===== config.mk =====
export PLATFORM = sky130hd
export DESIGN_NAME = fetch_unit_flat
export DESIGN_NICKNAME = d
export VERILOG_FILES = /design/src/rtl/fetch_unit_if.sv /design/src/rtl/fetch_unit.sv /design/src/flat_wrapper.sv
export SDC_FILE = /design/constraint.sdc
export NUM_CORES = 1
export LEC_CHECK = 0
export CORE_ASPECT_RATIO = 1.25
export CORE_MARGIN = 2
export CORE_UTILIZATION = 35
export DETAILED_ROUTE_END_ITERATION = 8
export PLACE_DENSITY = 0.69
export SLEW_MARGIN = 0
export SYNTH_ARGS = -nofsm -noshare
export SYNTH_HDL_FRONTEND = slang
export SYNTH_SLANG_ARGS = --single-unit

===== constraint.sdc =====
create_clock -name clk -period 3.4 [get_ports clk]
set_clock_uncertainty 0.2 [all_clocks]
set_input_delay 0.68 -clock clk [delete_from_list [all_inputs] [get_ports clk]]
set_output_delay 0.68 -clock clk [all_outputs]
set_load 0.005 [all_outputs]

===== src/rtl/fetch_unit_if.sv =====
// rtl/fetch_unit_if.sv - instruction fetch bus: memory, decode and redirect signals
interface fetch_unit_if;
    logic [31:0] instructionAddress;
    logic [31:0] instruction;
    logic        stall;
    logic        redirectValid;
    logic [31:0] redirectTarget;
    logic        ifIdValid;
    logic [31:0] ifIdInstruction;
    logic [31:0] ifIdPC;
    logic        halted;

    // The fetch unit drives addresses and the IF/ID slot.
    modport master (
        output instructionAddress,
        input  instruction,
        input  stall,
        input  redirectValid,
        input  redirectTarget,
        output ifIdValid,
        output ifIdInstruction,
        output ifIdPC,
        output halted
    );

    // The memory/decode/execute side.
    modport slave (
        input  instructionAddress,
        output instruction,
        output stall,
        output redirectValid,
        output redirectTarget,
        input  ifIdValid,
        input  ifIdInstruction,
        input  ifIdPC,
        input  halted
    );
endinterface


===== src/rtl/fetch_unit.sv =====
// rtl/fetch_unit.sv - single-slot instruction fetch stage with BOOT/RUN/HALT control; optional FETCH_PERF_CNT_EN counters
module fetch_unit #(
    parameter logic [31:0] RESET_PC = 32'h0000_0000,
    parameter logic [31:0] NOP_INST = 32'h0000_0013
) (
    input  logic         clk,
    input  logic         reset,
`ifdef FETCH_PERF_CNT_EN
    output logic [31:0]  fetchCount,
    output logic [31:0]  stallCount,
`endif
    fetch_unit_if.master bus
);

    localparam logic [31:0] ECALL_INST = 32'h0000_0073;

    typedef enum logic [1:0] {
        ST_BOOT = 2'd0,
        ST_RUN  = 2'd1,
        ST_HALT = 2'd2
    } state_t;

    state_t      r_state;
    state_t      w_next_state;

    logic [31:0] r_pc;
    logic        r_if_id_valid;
    logic [31:0] r_if_id_instruction;
    logic [31:0] r_if_id_pc;

    logic [31:0] w_pc_next;
    logic        w_if_id_valid_next;
    logic [31:0] w_if_id_instruction_next;
    logic [31:0] w_if_id_pc_next;

    // A real capture happens only in RUN when nothing upstream blocks it.
    logic        w_run_issue;
    logic        w_is_ecall;

    assign w_run_issue = (r_state == ST_RUN) && !bus.stall && !bus.redirectValid;
    assign w_is_ecall  = (bus.instruction == ECALL_INST);

    // State register; reset always re-enters BOOT.
    always_ff @(posedge clk) begin
        if (reset) begin
            r_state <= ST_BOOT;
        end else begin
            r_state <= w_next_state;
        end
    end

    // Next-state and next datapath values; redirect beats stall, stall freezes everything.
    always_comb begin
        w_next_state             = r_state;
        w_pc_next                = r_pc;
        w_if_id_valid_next       = r_if_id_valid;
        w_if_id_instruction_next = r_if_id_instruction;
        w_if_id_pc_next          = r_if_id_pc;

        if (bus.redirectValid) begin
            // Flush the slot but keep ifIdPC; the bubble is marked by valid=0.
            w_pc_next                = bus.redirectTarget;
            w_if_id_valid_next       = 1'b0;
            w_if_id_instruction_next = NOP_INST;
            w_next_state             = ST_RUN;
        end else if (!bus.stall) begin
            unique case (r_state)
                ST_BOOT: begin
                    w_next_state = ST_RUN;
                end
                ST_RUN: begin
                    w_if_id_valid_next       = 1'b1;
                    w_if_id_instruction_next = bus.instruction;
                    w_if_id_pc_next          = r_pc;
                    if (w_is_ecall) begin
                        // PC parks on the ECALL so a later redirect is the only way out.
                        w_next_state = ST_HALT;
                    end else begin
                        w_pc_next = r_pc + 32'd1;
                    end
                end
                ST_HALT: begin
                    w_if_id_valid_next       = 1'b0;
                    w_if_id_instruction_next = NOP_INST;
                end
                default: begin
                    w_next_state = ST_BOOT;
                end
            endcase
        end
    end

    // PC and IF/ID slot registers.
    always_ff @(posedge clk) begin
        if (reset) begin
            r_pc                <= RESET_PC;
            r_if_id_valid       <= 1'b0;
            r_if_id_instruction <= NOP_INST;
            r_if_id_pc          <= 32'd0;
        end else begin
            r_pc                <= w_pc_next;
            r_if_id_valid       <= w_if_id_valid_next;
            r_if_id_instruction <= w_if_id_instruction_next;
            r_if_id_pc          <= w_if_id_pc_next;
        end
    end

`ifdef FETCH_PERF_CNT_EN
    logic        w_stall_cycle;
    logic [31:0] r_fetch_count;
    logic [31:0] r_stall_count;

    assign w_stall_cycle = (r_state == ST_RUN) && bus.stall && !bus.redirectValid;

    // Free-running event counters; both wrap naturally at 2^32.
    always_ff @(posedge clk) begin
        if (reset) begin
            r_fetch_count <= 32'd0;
            r_stall_count <= 32'd0;
        end else begin
            if (w_run_issue) begin
                r_fetch_count <= r_fetch_count + 32'd1;
            end
            if (w_stall_cycle) begin
                r_stall_count <= r_stall_count + 32'd1;
            end
        end
    end

    assign fetchCount = r_fetch_count;
    assign stallCount = r_stall_count;
`else
    // Counters are not built in this configuration.
`endif

    assign bus.instructionAddress = r_pc;
    assign bus.ifIdValid          = r_if_id_valid;
    assign bus.ifIdInstruction    = r_if_id_instruction;
    assign bus.ifIdPC             = r_if_id_pc;
    assign bus.halted             = (r_state == ST_HALT);

endmodule


===== src/flat_wrapper.sv =====
// flat-port wrapper written by rule: the top's interface ports become plain ports
module fetch_unit_flat 
#(
    parameter logic [31:0] RESET_PC = 32'h0000_0000,
    parameter logic [31:0] NOP_INST = 32'h0000_0013
)
  (clk, reset, bus_instructionAddress, bus_instruction, bus_stall, bus_redirectValid, bus_redirectTarget, bus_ifIdValid, bus_ifIdInstruction, bus_ifIdPC, bus_halted);
  fetch_unit_if bus_i ();
  input  logic clk;
  input  logic reset;
  output wire logic [$bits(bus_i.instructionAddress)-1:0] bus_instructionAddress;
  input wire logic [$bits(bus_i.instruction)-1:0] bus_instruction;
  input wire logic [$bits(bus_i.stall)-1:0] bus_stall;
  input wire logic [$bits(bus_i.redirectValid)-1:0] bus_redirectValid;
  input wire logic [$bits(bus_i.redirectTarget)-1:0] bus_redirectTarget;
  output wire logic [$bits(bus_i.ifIdValid)-1:0] bus_ifIdValid;
  output wire logic [$bits(bus_i.ifIdInstruction)-1:0] bus_ifIdInstruction;
  output wire logic [$bits(bus_i.ifIdPC)-1:0] bus_ifIdPC;
  output wire logic [$bits(bus_i.halted)-1:0] bus_halted;
  assign bus_instructionAddress = bus_i.instructionAddress;
  assign bus_i.instruction = bus_instruction;
  assign bus_i.stall = bus_stall;
  assign bus_i.redirectValid = bus_redirectValid;
  assign bus_i.redirectTarget = bus_redirectTarget;
  assign bus_ifIdValid = bus_i.ifIdValid;
  assign bus_ifIdInstruction = bus_i.ifIdInstruction;
  assign bus_ifIdPC = bus_i.ifIdPC;
  assign bus_halted = bus_i.halted;
  fetch_unit #(.RESET_PC(RESET_PC), .NOP_INST(NOP_INST)) u_core (.clk(clk), .reset(reset), .bus(bus_i));
endmodule

==> metrics.md, run 1 <==
| Metric | Value |
|---|---|
| Net Switching | 0.000657 W |
| Worst-path clk slew | 0.07 ns |
| Die area | 0.0139 mm2 |
| Final critical-path required period | 2.88 ns |
| Post-CTS Setup Bufs | 0 |
| Core area | approximately 0.013 mm2 |
| First-pass GRT wire length | between 20 and 25 mm |
| Port Buffers | 165 |
| Post-synthesis sequential area ratio | 0.437 |
| Dpl hpwl | 10.6 mm |
| CTS tree | yes |
| Most used DFF post-synth | dfxtp_1 |
| Switching share of power | 0.259 |
| PD cells | 382 mW/mm2 |
| Pin count of the biggest net entering global routing | 45 |
| Leak pwr | 2.11 nW |
| Post-Route WL | ~14 mm |
| #FFs+latches synth | 99 |
| WP data arrival | 2.95 ns |
| First-pass DRT Iterations | 5 |
| Num CTS Buffers | 9 |
| Post-Syn Area | 0.00453 mm2 |
| Post-route cell area | 0.00664 mm2 |
| H-tree Lvls | 3 |
| Grt ovf | 0 |
| Combinational Power Share | 0.132 |
| # diodes | 0 |
| Int Power | 0.00188 W |
| Setup_tns | 0 ns |
| Unique cell type count in the Yosys netlist | 51 |
| Clk root buf | clkbuf_16 |
| Fillcell total | 1204 |
| Crit-path max FO | 9 |
| Via Count | 4780 |
| Syn Nets | ~630 |
| Area growth syn-to-layout | 46.5% |
| Hold crit path type | reg2reg |
| Clock latency on the worst-skew pair | 0.34 ns |
| Power share of the sequential group | 0.493 |
| Clock Power Share | 0.375 |
| Layout Nets | 787 |
| Clock sink count | 99 |
| Async SR Flop Fraction | 0 |
| Die Span Y | about 130 um |
| Area leader, netlist | dfxtp_1 |
| Hold buffers post-CTS | 0 |
| Crit Path Class | in2reg |
| Routed Antenna Nets | 0 |
| Fin crit share | 0.848 |
| Initial Util | 0.358 |
| I/O pin count | 166 |
| Relative slew margins | 0.455 |
| Clock Path Buffers | 2 |
| Post-synth top area share | 0.437 |
| Placed inst area | around 0.0064 mm2 |
| Drt via density | roughly 5.4 |
| Max rail drop VDD | 0.230 mV |
| WL per Instance | 16.2 um |
| Finish-stage setup viols | 0 |
| Yosys warns | 0 |
| F_max | 0.347 GHz |
| Outcome | finished, final reports clean |
| Tot GR Track Use | 0.206 |
| Unrepaired setup endpoints after global routing | no |
| Max cap viols | 0 |
| Avg Inst Size Synth | just over 8 um2 |
| Resized Gates After CTS | 0 |
| CP max-delay cell | o21ai_1 |
| Row Count | 46 |
| Post-synthesis cell count | between 500 and 600 |
| Top post-synthesis cells by area | dfxtp_1, nand2_1, a21oi_1, nand3b_1, clkbuf_1 |
| Iteration-0 DRC Markers | roughly 190 |
| CP Capture Type | flip-flop |
| Worst-margin pin slew | 0.818 ns |
| Initial antenna violation count | 0 |
| Crit start category | input port |
| Number of synthesized flops with an enable pin | 0 |
| Cells along the critical path | clkdlybuf4s50_1 -> nor4bb_1 -> nand4_1 -> o21ai_1 -> o311ai_0 -> a31oi_1 |
| Fraction of layout cells with a size suffix above 1 | 0.0597 |
| GPL Wtd Cong | 0.914 |
| Critical Path Max Stage Delay | 0.57 ns |
| Fin. Hold Viols | 0 |
| Die W | about 110 um |
| Vias in the first global route | around 4.7k |
| Final Max Slew Viols | 0 |
| CP required | approximately 3.5 ns |
| DRC | 0 |
## cell usage in the layout (no fill, tap or decap), drive strengths merged, types with 6 or more instances in the layout
cell type and n:
clkdlybuf4s50 164, nand2 118, dfxtp 99, a21oi 67
nor2 31, nand3b 30, buf 16, nand3 15
a211oi 14, nand4 13, inv 12, a31oi 10
clkbuf 10, xnor2 9, nor4 9, nor3 8
o211ai 8, o21ai 8, o311ai 7, or4 7
or3 6, a2111oi 6
## state kept, by name (all words and copies together) (netlist names)
name                           count
u_core.bus.ifIdInstruction        32
u_core.bus.ifIdPC                 32
u_core.bus.ifIdValid               1
u_core.bus.instructionAddress     32
u_core.r_state                     2
## power groups by stage
stage | logic [W] | registers [W] | clock network (W)
after floorplan | 0.000130 | 0.00127 | 0
after global placement | 0.000330 | 0.00128 | 0
after detailed placement | 0.000336 | 0.00128 | 0
after CTS | 0.000337 | 0.00125 | 0.000970
after global routing | 0.000365 | 0.00126 | 0.00102
final | 0.000335 | 0.00125 | 0.000952
## metrics by stage
stage	hold slack (ns)	std cells	utilization	setup slack, ns	power, W
after floorplan	0.248	560	-	1.07	0.00140
after global placement	0.238	872	0.503	0.228	0.00161
after detailed placement	0.245	872	0.503	0.191	0.00161
after CTS	0.253	888	0.524	0.548	0.00256
after global routing	0.270	888	0.524	0.365	0.00264
final	0.250	888	0.524	0.517	0.00254
## cell type report
| class | instances | area, um2 | area share |
|---|---|---|---|
| inverter | 12 | 45.0 | 0.00678 |
| timing repair buffer | 180 | 1760 | 0.265 |
| clock buffer | 10 | 229 | 0.0345 |
| tap | 168 | 210 | 0.0317 |
| sequential | 99 | 1980 | 0.299 |
| multi-input combinational | 413 | 2370 | 0.357 |
| clock inverter | 6 | 41.3 | 0.00622 |
## critical path: cells and delay by family
kind,cells,cell delay [ns]
buffers and inverters,1,0.47
AO/OA/AOI/OAI,3,0.95
AND/OR/NAND/NOR,2,0.85
## path summary, 6_finish.rpt
path | from | endpoint | slack, ns | cells past startpoint
setup / recovery | bus_instruction[5] | u_core.bus.instructionAddress[31]$_SDFFE_PP0P_ | 0.52 | 6
hold reg to reg | u_core.bus.ifIdInstruction[7]$_SDFFE_PP0P_ | u_core.bus.ifIdInstruction[7]$_SDFFE_PP0P_ | 0.25 | 2
setup reg to reg | u_core.bus.instructionAddress[0]$_SDFFE_PP0P_ | u_core.bus.instructionAddress[26]$_SDFFE_PP0P_ | 0.78 | 6
hold / removal | u_core.bus.ifIdInstruction[7]$_SDFFE_PP0P_ | u_core.bus.ifIdInstruction[7]$_SDFFE_PP0P_ | 0.25 | 2
## kinds of logic after synthesis
| kind of cell | count (synthesis) | share of synthesized area |
|---|---|---|
| and+or+nand+nor | 257 | 0.289 |
| AOI/OAI and AO/OA | 140 | 0.199 |
| DFF | 99 | 0.437 |
| buffers and inverters | 48 | 0.0406 |
| xor gates and xnor gates | 11 | 0.0213 |
| adders and majority gates | 4 | 0.0110 |
| muxes | 1 | 0.00221 |
## cell usage after synthesis (2+ instances only)
master     instances
nand2_1          118
dfxtp_1           99
a21oi_1           67
clkbuf_1          32
nor2_1            31
nand3b_1          30
a211oi_1          14
nand4_1           13
nand3_1           12
inv_1             11
a31oi_1           10
xnor2_1            9
nor3_1             8
o211ai_1           8
nor4_1             7
o311ai_0           7
or4_1              7
o21ai_0            6
or3_1              6
a311oi_1           5
and4_1             5
and3_1             4
ha_1               4
o31ai_1            4
a2111oi_1          3
buf_2              3
nand2b_1           3
nand3_2            3
o21bai_1           3
a2111oi_0          2
a22oi_1            2
and2_1             2
nor2b_1            2
or2_2              2
xor2_1             2
## per-layer routing
layer,track usage,routed length (um),vias to the layer above,part of all wire
li1,-,-,2332,-
met1,0.246,5900,2238,0.41
met2,0.358,7120,186,0.49
met3,0.0551,1140,24,0.079
met4,0.0643,239,0,0.017
met5,0,0,-,0
(Power assumes the default switching activity.)
==> run 2, diff against run 1 <==
--- a/config.mk
+++ b/config.mk
@@ -9,7 +9,7 @@
 export CORE_MARGIN = 2
 export CORE_UTILIZATION = 35
 export DETAILED_ROUTE_END_ITERATION = 8
-export PLACE_DENSITY = 0.69
+export PLACE_DENSITY = 0.72
 export SLEW_MARGIN = 0
 export SYNTH_ARGS = -nofsm -noshare
 export SYNTH_HDL_FRONTEND = slang
==> constraint.sdc (replaced) <==
create_clock -name clk -period 2.6 [get_ports clk]
set_clock_uncertainty 0.2 [all_clocks]
set_input_delay 0.52 -clock clk [delete_from_list [all_inputs] [get_ports clk]]
set_output_delay 0.52 -clock clk [all_outputs]
set_load 0.005 [all_outputs]
==> run 2 against run 1 <==
Against the previous run:
- clock power rose by 65%
- sequential share of layout area fell by 2.0 points
- die area unchanged
- power is 46% higher
- largest power group unchanged
- largest cell class unchanged
- final area rose by 7.2%
- first-iteration DRC count rose by 91%
==> metrics.md, run 2 (synthesis gave the netlist of run 1 again) <==
| Metric | Value |
|---|---|
| Grt ovf | 0 (unchanged) |
| Worst-margin pin slew | 0.585 ns (was 0.818 ns) |
| Start of the worst register-to-register path | u_core.bus.instructionAddress[5]$_SDFFE_PP0P_ (was u_core.bus.instructionAddress[0]$_SDFFE_PP0P_) |
| Fillcell total | 1154 (was 1204) |
| Fin crit share | 0.956 |
| Die Span Y | 131 um (unchanged) |
| CP max-delay cell | clkdlybuf4s50_1 (was o21ai_1) |
| Commonest non-fill, non-tap cell in the layout | clkdlybuf4s50_1 (unchanged) |
| Leak pwr | 2.38 nW (was 2.11 nW) |
| Clock Path Buffers | 2 (unchanged) |
| Fin. Hold Viols | 0 (unchanged) |
| Drt via density | 5.42 (was 5.38) |
| Post-Route WL | 15.5 mm (was 14.4 mm) |
| Finish-stage setup viols | 0 (unchanged) |
| Max rail drop VDD | 0.289 mV (was 0.230 mV) |
| Total power | 0.00371 W (was 0.00254 W) |
| CP required | 2.65 ns (was 3.47 ns) |
| CTS tree | yes (unchanged) |
| Die W | 106 um (unchanged) |
| First-pass DRT Iterations | 5 (unchanged) |
| Area growth syn-to-layout | 57.0% (was 46.5%) |
| F_max | 0.402 GHz |
| Hold buffers post-CTS | 0 (unchanged) |
| Crit Path Class | in2reg (unchanged) |
| Critical Path Max Stage Delay | 0.54 ns (was 0.57 ns) |
| I/O pin count | 166 (unchanged) |
| Setup_tns | 0 ns (unchanged) |
| WP data arrival | 2.54 ns (was 2.95 ns) |
| Register-to-register setup slack | 0.24 ns (was 0.78 ns) |
| Via Count | 5036 (was 4780) |
| H-tree Lvls | 3 (unchanged) |
| Clock latency on the worst-skew pair | 0.35 ns (was 0.34 ns) |
| Crit-path most repeated cell | buf_4 |
| Met3 GRT Util | 0.0660 (was 0.0551) |
| Row Count | 46 (unchanged) |
| Num CTS Buffers | 9 (unchanged) |
| Iteration-0 DRC Markers | 360 (was 188) |
| Outcome | finished, final reports clean (unchanged) |
| Worst-path clk slew | 0.08 ns (was 0.07 ns) |
| GRT busiest layer | met2 (unchanged) |
| Final hold slack | 0.252 ns (was 0.250 ns) |
| GPL Wtd Cong | 0.898 (was 0.914) |
| R2r worst-path depth | 5 (was 6) |
| DRC | 0 (unchanged) |
| Crit start category | input port (unchanged) |
| Hold endpoint | u_core.bus.ifIdInstruction[22]$_SDFFE_PP0P_ (was u_core.bus.ifIdInstruction[7]$_SDFFE_PP0P_) |
| Relative slew margins | 0.610 (was 0.455) |
| Die area | 0.0139 mm2 (unchanged) |
| Commonest non-fill, non-tap cells in the layout | clkdlybuf4s50_1, nand2_1, dfxtp_1 (unchanged) |
| Layout Nets | 829 (was 787) |
| Hold Path Cell Cnt | 2 (unchanged) |
| Global Route met1 Usage | 0.256 (was 0.246) |
| Tot GR Track Use | 0.215 (was 0.206) |
| First-pass GRT wire length | 24.3 mm (was 23.4 mm) |
| R2R Path End | u_core.bus.instructionAddress[27]$_SDFFE_PP0P_ (was u_core.bus.instructionAddress[26]$_SDFFE_PP0P_) |
| Final Max Slew Viols | 0 (unchanged) |
| Dpl hpwl | 11.1 mm (was 10.6 mm) |
| Met2 Use GR | 0.366 (was 0.358) |
| Final critical-path required period | about 2.5 ns |
| Port Buffers | 165 (unchanged) |
| PD cells | 521 mW/mm2 (was 382 mW/mm2) |
| Fraction of layout cells with a size suffix above 1 | 0.122 (was 0.0597) |
| CP Capture Type | flip-flop (unchanged) |
| Worst Hold Launch | u_core.bus.ifIdInstruction[22]$_SDFFE_PP0P_ (was u_core.bus.ifIdInstruction[7]$_SDFFE_PP0P_) |
| Cells along the critical path | clkdlybuf4s50_1 -> nor4_4 -> buf_4 -> and4_1 -> buf_4 -> a2111oi_1 -> xnor2_1 -> a211oi_1 (was clkdlybuf4s50_1 -> nor4bb_1 -> nand4_1 -> o21ai_1 -> o311ai_0 -> a31oi_1) |
| Pin count of the biggest net entering global routing | 35 (was 45) |
| WL per Instance | 16.7 um (was 16.2 um) |
| Max cap viols | 0 (unchanged) |
| # diodes | 0 (unchanged) |
| Vias in the first global route | 4770 (was 4709) |
| Initial Util | 0.358 (unchanged) |
| Clk root buf | clkbuf_16 (unchanged) |
| Unrepaired setup endpoints after global routing | no (unchanged) |
| Core area | 0.0127 mm2 (unchanged) |
| Initial antenna violation count | 0 (unchanged) |
| Routed Antenna Nets | 0 (unchanged) |
| Crit-path max FO | 8 (was 9) |
| Clock sink count | 99 (unchanged) |
| Hold crit path type | reg2reg (unchanged) |
==> run 2: cell count changes in the layout (fill, tap and decap cells not counted), sizes merged <==
cell,before,now
buf,16,57
bufinv,0,3
clkinv,3,1
clkbuf,10,9
clkdlybuf4s15,0,1
clkdlybuf4s50,164,163
clkinvlp,3,2
dlymetal6s2s,0,1
inv,12,13
==> run 2: what timing repair did <==
| item | in CTS | in global routing |
|---|---|---|
| endpoints found under the setup margin | 4 | 16 |
| hold endpoints to repair | 0 | 0 |
| pin swaps | 0 | 3 |
| gates resized for setup | 2 | 10 |
| gates cloned | 0 | 1 |
| setup buffers | 0 | 1 |
==> run 2: how the worst max path moves through the flow <==
stage / from / end / slack [ns] / cells past startpoint
after CTS: bus_instruction[23] / u_core.bus.instructionAddress[24]$_SDFFE_PP0P_ / 0.02 / 7
after global routing: bus_instruction[18] / u_core.bus.instructionAddress[19]$_SDFFE_PP0P_ / 0.005 / 9
after global placement: bus_instruction[23] / u_core.bus.instructionAddress[24]$_SDFFE_PP0P_ / -0.44 / 7
after detailed placement: bus_instruction[23] / u_core.bus.instructionAddress[24]$_SDFFE_PP0P_ / -0.44 / 7
after floorplan: bus_instruction[13] / u_core.bus.instructionAddress[24]$_SDFFE_PP0P_ / 0.43 / 5
final: bus_instruction[20] / u_core.bus.instructionAddress[8]$_SDFFE_PP0P_ / 0.12 / 8
==> run 2: cell type report <==
type | count | area [um2] | area share
multi-input combinational | 413 | 2430 | 0.342
timing repair buffer | 222 | 2100 | 0.295
sequential | 99 | 1980 | 0.279
clock buffer | 9 | 225 | 0.0317
tap | 168 | 210 | 0.0295
clock inverter | 7 | 123 | 0.0172
inverter | 12 | 45.0 | 0.00633
==> run 2: worst max-delay path, delay by kind of cell <==
kind	cells	cell delay [ns]
and+or+nand+nor	2	0.30
xor gates and xnor gates	1	0.12
buffers and inverters	3	0.86
AOI/OAI and AO/OA	2	0.73
==> run 2: metal layers <==
metal  vias to the layer above  wire length, um
met5                         -                0
met4                         0              329
met3                        28             1250
met2                       200             7650
met1                      2398             6270
li1                       2410                -
==> run 2: metrics by stage <==
| step | cell area [um2] | cells | worst slack, ns | util |
|---|---|---|---|---|
| 3_5_place_dp | 6680 | 912 | -0.444 | 0.528 |
| 2_1_floorplan | 4530 | 560 | 0.426 | - |
| 5_1_grt | 7120 | 930 | 0.00549 | 0.562 |
| 6_report | 7120 | 930 | 0.115 | 0.562 |
| 4_1_cts | 7040 | 928 | 0.0170 | 0.556 |
| 3_3_place_gp | 6680 | 912 | -0.442 | 0.528 |
==> run 2: power by group <==
| group | internal (W) | total (W) | switching (W) |
|---|---|---|---|
| Clock | 0.000948 | 0.00157 | 0.000623 |
| Sequential | 0.00157 | 0.00162 | 0.0000495 |
| Combinational | 0.000283 | 0.000521 | 0.000237 |
==> run 3, diff against run 2 <==
--- a/config.mk
+++ b/config.mk
@@ -6,7 +6,7 @@
 export NUM_CORES = 1
 export LEC_CHECK = 0
 export CORE_ASPECT_RATIO = 1.25
-export CORE_MARGIN = 2
+export CORE_MARGIN = 1
 export CORE_UTILIZATION = 35
 export DETAILED_ROUTE_END_ITERATION = 8
 export PLACE_DENSITY = 0.72
==> run 3 against run 2 <==
Against the previous run:
- final area fell by 1.0%
- largest power group unchanged
- power down 2.6%
- cell count shrank 0.32%
- sequential power about the same
- wire length decreased by 2.3%
- clock power fell by 6%
- highest routed layer unchanged
- critical path type unchanged
- fmax is 1.4% lower
- global-route usage rose by 1.6 points
- first-iteration DRC count is 42% lower
- critical path depth did not move
- via count is 2.0% lower
- hold slack worse by 0.0030 ns
==> metrics.md, run 3 (synthesis gave the netlist of run 1 again) <==
| Metric | Value |
|---|---|
| Outcome | finished, final reports clean (unchanged) |
| F_max | 0.397 GHz (was 0.402 GHz) |
| Commonest non-fill, non-tap cells in the layout | clkdlybuf4s50_1, nand2_1, dfxtp_1 (unchanged) |
| Port Buffers | 165 (unchanged) |
| DRC | 0 (unchanged) |
| Finish-stage setup viols | 0 (unchanged) |
| Setup_tns | 0 ns (unchanged) |
| Routed Antenna Nets | 0 (unchanged) |
| Num CTS Buffers | 9 (unchanged) |
| WP data arrival | 2.60 ns (was 2.54 ns) |
| CP required | 2.68 ns (was 2.65 ns) |
| Tot GR Track Use | 0.231 (was 0.215) |
| Iteration-0 DRC Markers | 210 (was 360) |
| Post-Route WL | 15.1 mm (was 15.5 mm) |
| Area growth syn-to-layout | 55.4% (was 57.0%) |
| Layout Nets | 826 (was 829) |
| Pin count of the biggest net entering global routing | 45 (was 35) |
| Clock Path Buffers | 2 (unchanged) |
| Non-Filler Instances | 927 (was 930) |
| Crit-path max FO | 5 (was 8) |
| Final critical-path required period | 2.52 ns (was 2.48 ns) |
| PD cells | 513 mW/mm2 (was 521 mW/mm2) |
| Vias in the first global route | 4908 (was 4770) |
| Fraction of layout cells with a size suffix above 1 | 0.112 (was 0.122) |
| Max cap viols | 0 (unchanged) |
| Relative slew margins | 0.597 (was 0.610) |
| Row Count | 46 (unchanged) |
| Core area | 0.0127 mm2 (unchanged) |
| Die area | 0.0134 mm2 (was 0.0139 mm2) |
| Die W | 104 um (was 106 um) |
| First-pass DRT Iterations | 7 (was 5) |
| Placed inst area | 0.00669 mm2 (was 0.00668 mm2) |
| Commonest non-fill, non-tap cell in the layout | clkdlybuf4s50_1 (unchanged) |
| Crit start category | input port (unchanged) |
| Drt via density | 5.32 (was 5.42) |
| Clock latency on the worst-skew pair | 0.35 ns (about the same) |
| Initial Util | 0.358 (unchanged) |
| Dpl hpwl | 11.0 mm (was 11.1 mm) |
| Worst-margin pin slew | 0.604 ns (was 0.585 ns) |
| H-tree Lvls | 3 (unchanged) |
| Final Max Slew Viols | 0 (unchanged) |
| # diodes | 0 (unchanged) |
| Max rail drop VDD | 0.292 mV (was 0.289 mV) |
| First-pass GRT wire length | 24.7 mm (was 24.3 mm) |
| CTS tree | yes (unchanged) |
| Leak pwr | 2.34 nW (was 2.38 nW) |
| Post-route cell area | 0.00704 mm2 (was 0.00712 mm2) |
| Via Count | 4933 (was 5036) |
| GPL Wtd Cong | 0.856 (was 0.898) |
| I/O pin count | 166 (unchanged) |
| Dpl cells | 911 (was 912) |
| Clock sink count | 99 (unchanged) |
| Unrepaired setup endpoints after global routing | no (unchanged) |
| Clk root buf | clkbuf_16 (unchanged) |
| CP Capture Type | flip-flop (unchanged) |
| Worst-path clk slew | 0.07 ns (was 0.08 ns) |
| Fin crit share | 0.970 (was 0.956) |
| Fin. Hold Viols | 0 (unchanged) |
| Initial antenna violation count | 0 (unchanged) |
| Grt ovf | 0 (unchanged) |
| Die Span Y | 129 um (was 131 um) |
| Hold crit path type | reg2reg (unchanged) |
| WL per Instance | 16.3 um (was 16.7 um) |
| Crit Path Class | in2reg (unchanged) |
run 3: changes by cell type in the layout (fill, tap and decap cells not counted), sizes merged:
| cell | before | now |
|---|---|---|
| bufinv | 3 | 2 |
| inv | 13 | 12 |
| clkinvlp | 2 | 1 |
| clkdlybuf4s15 | 1 | 0 |
| clkdlybuf4s50 | 163 | 164 |
| buf | 57 | 55 |
| dlymetal6s2s | 1 | 0 |
| clkbuf | 9 | 11 |
| clkinv | 1 | 2 |
run 3: where the power goes:
| part | leakage, nW | total, W | internal [W] | switching, W |
|---|---|---|---|---|
| registers | 0.807 | 0.00162 | 0.00157 | 0.0000497 |
| clock network | 0.156 | 0.00148 | 0.000875 | 0.000605 |
| logic | 1.38 | 0.000513 | 0.000281 | 0.000232 |
run 3: cell type report:
class	count	area (um2)
clock buffers	11	243
clock inverters	5	85.1
fillers	1168	5620
inverters	12	45.0
multi-input cells	413	2400
flip-flops and latches	99	1980
well taps	168	210
repair buffers	219	2080
run 3: path summary, 6_finish.rpt:
check | start | endpoint | slack, ns | depth (start not counted)
setup / recovery | bus_instruction[13] | u_core.bus.instructionAddress[24]$_SDFFE_PP0P_ | 0.08 | 8
hold / removal | u_core.bus.ifIdInstruction[22]$_SDFFE_PP0P_ | u_core.bus.ifIdInstruction[22]$_SDFFE_PP0P_ | 0.25 | 2
setup reg to reg | u_core.bus.instructionAddress[6]$_SDFFE_PP0P_ | u_core.bus.instructionAddress[29]$_SDFFE_PP0P_ | 0.27 | 5
hold reg to reg | u_core.bus.ifIdInstruction[22]$_SDFFE_PP0P_ | u_core.bus.ifIdInstruction[22]$_SDFFE_PP0P_ | 0.25 | 2
run 3: per-stage QoR:
| step | power (W) | hold slack, ns | worst slack, ns | util |
|---|---|---|---|---|
| 2_1_floorplan | 0.00183 | 0.248 | 0.426 | - |
| 5_1_grt | 0.00375 | 0.274 | 0.00915 | 0.556 |
| 4_1_cts | 0.00363 | 0.253 | 0.0254 | 0.554 |
| 6_report | 0.00361 | 0.249 | 0.0791 | 0.556 |
| 3_3_place_gp | 0.00215 | 0.237 | -0.311 | 0.528 |
| 3_5_place_dp | 0.00216 | 0.244 | -0.327 | 0.528 |
run 3: what timing repair did:
action / in CTS / in global routing
hold buffers: 0 / 0
endpoints found under the setup margin: 0 / 13
buffers inserted: 0 / 0
gates resized for setup: 0 / 5
run 3: worst max-delay path, stage by stage:
cell             delay [ns]
clkdlybuf4s50_1        0.42
nor4_1                 0.38
buf_4                  0.18
nand4_1                0.09
buf_4                  0.19
o2111a_1               0.31
a2111o_1               0.42
o211ai_1               0.08
run 3: layer usage:
layer  GRT usage  up-vias  share of wire
met5           0        -              0
met4      0.0899        0          0.020
met3      0.0714       24          0.077
met2       0.408      182           0.49
met1       0.262     2311           0.41
li1            -     2416              -
